===== src/rtl/uart_pkg.sv =====
// uart_pkg: shared definitions for the UART receiver and transmitter.
// FSM state encoding and the CeilLog2 helper used to size counters.
package uart_pkg;

  typedef enum logic [2:0] {
    IDLE   = 3'd0,
    START  = 3'd1,
    DATA   = 3'd2,
    PARITY = 3'd3,
    STOP   = 3'd4
  } uart_state_t;

  // Smallest n such that 2**n >= value (0 for value <= 1).
  function automatic int CeilLog2(input int value);
    int result;
    int v;
    result = 0;
    v = value - 1;
    while (v > 0) begin
      result = result + 1;
      v = v >> 1;
    end
    return result;
  endfunction

endpackage


===== src/rtl/uart_rx_if.sv =====
// uart_rx_if: serial line, flag-clear strobe and received-word outputs of uart_rx.
// The slave modport is the receiver side; master is the pin/host side.
// Optional macro: UART_RX_PARITY_EN adds the parity_err flag.
interface uart_rx_if #(
  parameter int Nbit = 8
);
  logic            SerialDataIn;
  logic            clr_rx_flag;
  logic [Nbit-1:0] DataRx;
  logic            rx_flag;
  logic            frame_err;
  logic            overrun_err;
`ifdef UART_RX_PARITY_EN
  logic            parity_err;

  modport slave (
    input  SerialDataIn, clr_rx_flag,
    output DataRx, rx_flag, frame_err, overrun_err, parity_err
  );

  modport master (
    output SerialDataIn, clr_rx_flag,
    input  DataRx, rx_flag, frame_err, overrun_err, parity_err
  );
`else
  modport slave (
    input  SerialDataIn, clr_rx_flag,
    output DataRx, rx_flag, frame_err, overrun_err
  );

  modport master (
    output SerialDataIn, clr_rx_flag,
    input  DataRx, rx_flag, frame_err, overrun_err
  );
`endif
endinterface


===== src/rtl/uart_sync2.sv =====
// uart_sync2: two-flop synchroniser for the asynchronous serial line.
// Both flops reset to 1 so an idle (high) line is not mistaken for a start bit.
module uart_sync2 (
  input  logic clk,
  input  logic reset,
  input  logic d,
  output logic q
);

  logic meta_reg;
  logic sync_reg;

  // Shift the raw input through two flops to settle metastability.
  always_ff @(posedge clk or negedge reset) begin
    if (!reset) begin
      meta_reg <= 1'b1;
      sync_reg <= 1'b1;
    end else begin
      meta_reg <= d;
      sync_reg <= meta_reg;
    end
  end

  assign q = sync_reg;

endmodule


===== src/rtl/uart_rx.sv =====
// uart_rx: 8N1 (by default) UART receiver with mid-bit sampling and sticky flags.
// Optional macro: UART_RX_PARITY_EN adds an even-parity bit after the data
// bits and the sticky parity_err flag.
module uart_rx
  import uart_pkg::*;
#(
  parameter int Nbit          = 8,
  parameter int baudrate      = 5,
  parameter int clk_freq      = 50,
  parameter int bit_time      = (clk_freq / baudrate) - 1,
  parameter int half_time     = bit_time / 2,
  parameter int baud_cnt_bits = CeilLog2(bit_time) + 1
) (
  input  logic      clk,
  input  logic      reset,
  uart_rx_if.slave  bus
);

  localparam int BN_BITS = (Nbit > 1) ? CeilLog2(Nbit) : 1;

  localparam logic [baud_cnt_bits-1:0] BIT_LAST  = baud_cnt_bits'(bit_time);
  localparam logic [baud_cnt_bits-1:0] HALF_LAST = baud_cnt_bits'(half_time);
  localparam logic [baud_cnt_bits-1:0] BAUD_ONE  = baud_cnt_bits'(1);
  localparam logic [BN_BITS-1:0]       BIT_NUM_LAST = BN_BITS'(Nbit - 1);
  localparam logic [BN_BITS-1:0]       BIT_NUM_ONE  = BN_BITS'(1);

  logic rx_s;

  uart_state_t              state_reg, state_next;
  logic [baud_cnt_bits-1:0] baud_count_reg, baud_count_next;
  logic [BN_BITS-1:0]       bit_number_reg, bit_number_next;
  logic [Nbit-1:0]          buffer_reg, buffer_next;
  logic [Nbit-1:0]          data_rx_reg, data_rx_next;
  logic                     rx_flag_reg, rx_flag_next;
  logic                     frame_err_reg, frame_err_next;
  logic                     overrun_err_reg, overrun_err_next;
  logic                     sample_bit;
`ifdef UART_RX_PARITY_EN
  logic                     parity_err_reg, parity_err_next;
`endif

  uart_sync2 u_sync (
    .clk   (clk),
    .reset (reset),
    .d     (bus.SerialDataIn),
    .q     (rx_s)
  );

  // Per-bit write enable: only the bit addressed by bit_number captures rx_s.
  genvar gi;
  generate
    for (gi = 0; gi < Nbit; gi++) begin : g_buffer
      assign buffer_next[gi] = (sample_bit && (bit_number_reg == BN_BITS'(gi)))
                               ? rx_s : buffer_reg[gi];
    end
  endgenerate

  // State, counters, shift buffer and output registers.
  always_ff @(posedge clk or negedge reset) begin
    if (!reset) begin
      state_reg       <= IDLE;
      baud_count_reg  <= '0;
      bit_number_reg  <= '0;
      buffer_reg      <= '0;
      data_rx_reg     <= '0;
      rx_flag_reg     <= 1'b0;
      frame_err_reg   <= 1'b0;
      overrun_err_reg <= 1'b0;
`ifdef UART_RX_PARITY_EN
      parity_err_reg  <= 1'b0;
`endif
    end else begin
      state_reg       <= state_next;
      baud_count_reg  <= baud_count_next;
      bit_number_reg  <= bit_number_next;
      buffer_reg      <= buffer_next;
      data_rx_reg     <= data_rx_next;
      rx_flag_reg     <= rx_flag_next;
      frame_err_reg   <= frame_err_next;
      overrun_err_reg <= overrun_err_next;
`ifdef UART_RX_PARITY_EN
      parity_err_reg  <= parity_err_next;
`endif
    end
  end

  // Next-state logic; the flag clear is applied first so a same-cycle set wins.
  always_comb begin
    state_next       = state_reg;
    baud_count_next  = baud_count_reg;
    bit_number_next  = bit_number_reg;
    data_rx_next     = data_rx_reg;
    rx_flag_next     = rx_flag_reg;
    frame_err_next   = frame_err_reg;
    overrun_err_next = overrun_err_reg;
    sample_bit       = 1'b0;
`ifdef UART_RX_PARITY_EN
    parity_err_next  = parity_err_reg;
`endif

    if (!bus.clr_rx_flag) begin
      rx_flag_next     = 1'b0;
      frame_err_next   = 1'b0;
      overrun_err_next = 1'b0;
`ifdef UART_RX_PARITY_EN
      parity_err_next  = 1'b0;
`endif
    end

    case (state_reg)
      IDLE: begin
        baud_count_next = '0;
        bit_number_next = '0;
        if (!rx_s) begin
          state_next = START;
        end
      end

      START: begin
        if (baud_count_reg == HALF_LAST) begin
          baud_count_next = '0;
          // A line that is high again at mid start bit was only a glitch.
          state_next = rx_s ? IDLE : DATA;
        end else begin
          baud_count_next = baud_count_reg + BAUD_ONE;
        end
      end

      DATA: begin
        if (baud_count_reg == BIT_LAST) begin
          baud_count_next = '0;
          sample_bit      = 1'b1;
          if (bit_number_reg == BIT_NUM_LAST) begin
            bit_number_next = '0;
`ifdef UART_RX_PARITY_EN
            state_next = PARITY;
`else
            state_next = STOP;
`endif
          end else begin
            bit_number_next = bit_number_reg + BIT_NUM_ONE;
          end
        end else begin
          baud_count_next = baud_count_reg + BAUD_ONE;
        end
      end

`ifdef UART_RX_PARITY_EN
      PARITY: begin
        if (baud_count_reg == BIT_LAST) begin
          baud_count_next = '0;
          state_next      = STOP;
          if (rx_s != ^buffer_reg) begin
            parity_err_next = 1'b1;
          end
        end else begin
          baud_count_next = baud_count_reg + BAUD_ONE;
        end
      end
`endif

      STOP: begin
        if (baud_count_reg == BIT_LAST) begin
          // Return to IDLE at mid stop bit so a back-to-back start edge is caught.
          baud_count_next = '0;
          state_next      = IDLE;
          if (rx_s) begin
            data_rx_next = buffer_reg;
            rx_flag_next = 1'b1;
            if (rx_flag_reg) begin
              overrun_err_next = 1'b1;
            end
          end else begin
            frame_err_next = 1'b1;
          end
        end else begin
          baud_count_next = baud_count_reg + BAUD_ONE;
        end
      end

      default: begin
        state_next      = IDLE;
        baud_count_next = '0;
        bit_number_next = '0;
      end
    endcase
  end

  assign bus.DataRx      = data_rx_reg;
  assign bus.rx_flag     = rx_flag_reg;
  assign bus.frame_err   = frame_err_reg;
  assign bus.overrun_err = overrun_err_reg;
`ifdef UART_RX_PARITY_EN
  assign bus.parity_err  = parity_err_reg;
`endif

endmodule

===== src/flat_wrapper.sv =====
// flat-port wrapper written by rule: the top's interface ports become plain ports
module uart_rx_flat import uart_pkg::*;
#(
  parameter int Nbit          = 8,
  parameter int baudrate      = 5,
  parameter int clk_freq      = 50,
  parameter int bit_time      = (clk_freq / baudrate) - 1,
  parameter int half_time     = bit_time / 2,
  parameter int baud_cnt_bits = CeilLog2(bit_time) + 1
)
  (clk, reset, bus_SerialDataIn, bus_clr_rx_flag, bus_DataRx, bus_rx_flag, bus_frame_err, bus_overrun_err);
  uart_rx_if #(.Nbit(Nbit)) bus_i ();
  input  logic clk;
  input  logic reset;
  input wire logic [$bits(bus_i.SerialDataIn)-1:0] bus_SerialDataIn;
  input wire logic [$bits(bus_i.clr_rx_flag)-1:0] bus_clr_rx_flag;
  output wire logic [$bits(bus_i.DataRx)-1:0] bus_DataRx;
  output wire logic [$bits(bus_i.rx_flag)-1:0] bus_rx_flag;
  output wire logic [$bits(bus_i.frame_err)-1:0] bus_frame_err;
  output wire logic [$bits(bus_i.overrun_err)-1:0] bus_overrun_err;
  assign bus_i.SerialDataIn = bus_SerialDataIn;
  assign bus_i.clr_rx_flag = bus_clr_rx_flag;
  assign bus_DataRx = bus_i.DataRx;
  assign bus_rx_flag = bus_i.rx_flag;
  assign bus_frame_err = bus_i.frame_err;
  assign bus_overrun_err = bus_i.overrun_err;
  uart_rx #(.Nbit(Nbit), .baudrate(baudrate), .clk_freq(clk_freq), .bit_time(bit_time), .half_time(half_time), .baud_cnt_bits(baud_cnt_bits)) u_core (.clk(clk), .reset(reset), .bus(bus_i));
endmodule

===== config.mk =====
export PLATFORM = sky130hd
export DESIGN_NAME = uart_rx_flat
export DESIGN_NICKNAME = d
export VERILOG_FILES = /design/src/rtl/uart_pkg.sv /design/src/rtl/uart_rx_if.sv /design/src/rtl/uart_sync2.sv /design/src/rtl/uart_rx.sv /design/src/flat_wrapper.sv
export SDC_FILE = /design/constraint.sdc
export NUM_CORES = 1
export LEC_CHECK = 0
export BUFFER_PORTS_ARGS = -buffer_cell sky130_fd_sc_hd__buf_2
export CAP_MARGIN = 20
export CORE_ASPECT_RATIO = 1.5
export CORE_MARGIN = 2
export CORE_UTILIZATION = 35
export CTS_BUF_LIST = sky130_fd_sc_hd__clkbuf_2 sky130_fd_sc_hd__clkbuf_4 sky130_fd_sc_hd__clkbuf_8
export DETAILED_ROUTE_END_ITERATION = 7
export HOLD_SLACK_MARGIN = 0.06
export PLACE_DENSITY = 0.59
export SYNTH_ARGS = -nofsm -noshare
export SYNTH_HDL_FRONTEND = slang
export SYNTH_SLANG_ARGS = --single-unit

===== constraint.sdc =====
create_clock -name clk -period 2.4 [get_ports clk]
set_input_delay 0.6 -clock clk [delete_from_list [all_inputs] [get_ports clk]]
set_output_delay 0.6 -clock clk [all_outputs]
set_load 0.01 [all_outputs]

==> impl_summary.txt <==
----------------------------------------------------
[Run status]
  Outcome ... finished clean

[Global route]
  Largest net degree at the start of global routing ... 33
  GR Util All Layers ... 0.1236
  Global-route wire length before repair ... between 4 and 5 mm
  GRT overflow ... 0
  Antenna violations before repair ... 0
  Vias in the first global route ... 1017

[Worst setup path]
  Largest fanout on the critical path ... 14
  Crit path required time ... 2.56 ns
  Reg2Reg Depth ... 5
  Buf/Inv on CP ... 1
  Number of cells on the critical path ... 5
  Delay contributed by the slowest stage of the critical path ... 0.40 ns
  Cell family contributing the most delay on the critical path ... simple AND/OR/NAND/NOR gates
  Worst Path Class, Setup ... register to register
  Endpoint arrival time on the critical path ... 1.99 ns
  Type of element capturing the critical path ... register
  Cell type of the slowest stage on the worst timing path ... dfrtp_1
  Startpoint type of the worst setup path ... register
  Critical Path, Cell by Cell ... inv_1 -> ha_1 -> and4bb_4 -> and4_4 -> mux2_4

[Clock network]
  Insertion delay of the later-clocked pin in the worst-skew pair ... ~0.28 ns
  Clock transition at path regs ... about 0.070 ns
  Htree depth ... 2
  Number of clock sinks ... 32
  Total CTS buffers ... 5
  Buffer depth of the longest clock path ... 2
  Post-CTS Repair Setup Buffers ... 0
  Number of hold-repair buffers added at the cts stage ... 0
  CTS tree ... done
  PostCTS Resize Cnt ... 0
  Clock Tree Root ... clkbuf_8

[Timing]
  Post-route clock skew ... 0.007629 ns
  Unrepaired setup endpoints after global routing ... false
  Shortest period the worst path allows ... 1.829 ns
  Setup violation total in the final timing report ... 0
  Final period util ... 0.7620
  Total negative slack for setup checks ... 0 ns
  Worst slew pin tran ... 0.6923 ns
  Peak Freq ... 546.8 MHz
  Final count of hold timing violations ... 0
  Worst slew margin relative to its limit ... 0.5385
  Max Slew Vio Count ... 0

[Floorplan]
  Die Y-Extent ... slightly below 90 um
  Std cell rows ... 30
  Total Die Area ... 0.005182 mm^2
  Standard cell core area ... 0.004467 mm^2
  Number of primary I/O pins ... 15
  Starting Density ... 0.3613
  Die outline width ... 59.45 um

[Finish]
  Final instance count without filler cells ... 192
  Antenna Cells ... 0
  Share of cells above drive strength 1 ... 0.3264
  Nets@finish ... 156
  Area overhead of the layout relative to synthesis ... 9.922%

[Yosys]
  Number of synthesized flops with an enable pin ... 0
  Seq cells post-synth ... 32
  Cell type with the highest aggregate area in the netlist ... dfrtp_1
  Share of the synthesized area in the top cell type ... 0.4651
  Synth top area cells ... dfrtp_1, mux2_4, ha_1
  Cells after Synth ... between 100 and 150
  Synth warnings ... 0
  Portion of the post-synthesis area used by sequential elements ... 0.4977
  Top flip-flop cell by instance count after synthesis ... dfrtp_1
  Net count after synthesis ... 142
  Distinct cell type count after synthesis ... 37
  Fraction of registers with async set or reset after synthesis ... 1.000
  Average cell area after synthesis ... 12.51 um^2
  Combined area of all synthesized cells ... around 0.0016 mm^2

[Placed design]
  Sum of net half-perimeters after detailed placement ... 2.003 mm
  Number of buffers inserted by port buffering ... 14
  Cell count after placement ... 184
  Routability congestion estimate from global placement ... 0.8605

[Min path]
  Hold WC Path Type ... input pin to async pin

[Drt]
  Number of search-and-repair iterations in the first detailed-routing pass ... 4
  ANT nets after route ... 0
  Via count ... between 1000 and 1500
  Total wire length ... 2.766 mm
  Number of design-rule violations left by the first detailed-router iteration ... 29
  Post-detailed-route wirelength per cell ... around 14 um
  Residual DRC count ... 0
  Average via count per standard cell ... 5.370

[Power]
  Power density over the cells ... 691.8 mW/mm^2
  Static leakage power ... approximately 0.85 nW
  Worst-case vdd ir drop ... 0.0003687 V
  Total power of the final layout ... 0.001227 W

[Job]
  Max Cap Viol ... 0

----------------------------------------------------
==> where the power goes <==
group / total, W / switching [W] / internal, W
logic: 0.000193 / 0.000109 / 0.0000842
registers: 0.000638 / 0.0000581 / 0.000580
clock network: 0.000396 / 0.000195 / 0.000202
total: 0.00123 / 0.000362 / 0.000866
==> routing by layer <==
| layer | up-vias | global-route usage | wire [um] |
|---|---|---|---|
| li1 | 495 | - | - |
| met2 | 18 | 0.2058 | 1436 |
| met3 | 4 | 0.04012 | 83 |
| met4 | 0 | 0.04339 | 39 |
| met5 | - | 0 | 0 |
| met1 | 514 | 0.1464 | 1207 |
==> kinds of logic (layout without fill, tap and decap cells) <==
group,Yosys count,in the layout,share of synthesized area
adders and majority gates,9,9,0.06977
xor gates and xnor gates,4,4,0.02171
muxes,18,18,0.1434
buffers and inverters,14,29,0.05194
AOI/OAI and AO/OA,16,16,0.07132
and+or+nand+nor,36,36,0.1442
DFF,32,32,0.4977
==> final timing paths <==
kind                                               start                       end  slack [ns]
worst max-delay path            u_core.baud_count_reg[1]      u_core.bus.DataRx[3]        0.57
worst min-delay path                               reset      u_core.bus.DataRx[1]        0.36
worst max register to register  u_core.baud_count_reg[1]      u_core.bus.DataRx[3]        0.57
worst min register to register    u_core.u_sync.meta_reg           u_core.u_sync.q        0.36
max in group asynchronous                          reset  u_core.bit_number_reg[2]        1.59
min in group clk                  u_core.u_sync.meta_reg           u_core.u_sync.q        0.36
==> cell type report <==
class	count	area [um^2]
well taps	48	60.06
clock inverters	3	18.77
repair buffers	14	70.07
multi-input cells	83	726.9
inverters	7	26.28
flip-flops and latches	32	803.3
fillers	432	2693
clock buffers	5	68.82
==> stage by stage <==
| step | cell area, um^2 | hold slack, ns | setup WS, ns | util |
|---|---|---|---|---|
| after floorplan | 1614 | 0.3044 | 0.7616 | - |
| after global placement | 1687 | 0.3457 | 0.6303 | 0.3776 |
| after detailed placement | 1687 | 0.3476 | 0.5811 | 0.3776 |
| after CTS | 1774 | 0.3577 | 0.5631 | 0.3972 |
| after global routing | 1774 | 0.3602 | 0.4649 | 0.3972 |
| final | 1774 | 0.3558 | 0.5712 | 0.3972 |
==> synthesized netlist by cell type, types with 3 or more instances <==
cell type,n
nand3_1,4
buf_2,3
ha_1,9
inv_1,7
o21ai_0,3
nand4_1,8
nor2_1,6
mux2_2,9
dfrtp_1,30
nand2_1,5
nor2b_1,4
xor2_1,3
mux2_4,8
a21oi_1,4
==> layout by cell type (no fill, tap or decap), types with 2 or more instances in the layout <==
master	netlist	routed
nand2_1	5	5
mux2_2	9	9
dfrtp_1	30	30
clkbuf_8	0	5
nand3_1	4	4
clkinv_2	0	2
o32a_1	2	2
dfstp_2	2	2
nor2_1	6	6
xor2_1	3	3
inv_1	7	7
o21ai_0	3	3
mux2_4	8	8
nor2b_1	4	4
buf_2	3	14
a21oi_1	4	4
nand4_1	8	8
ha_1	9	9
nand4bb_1	2	2
Note: power is estimated with default switching activity, not from simulation.
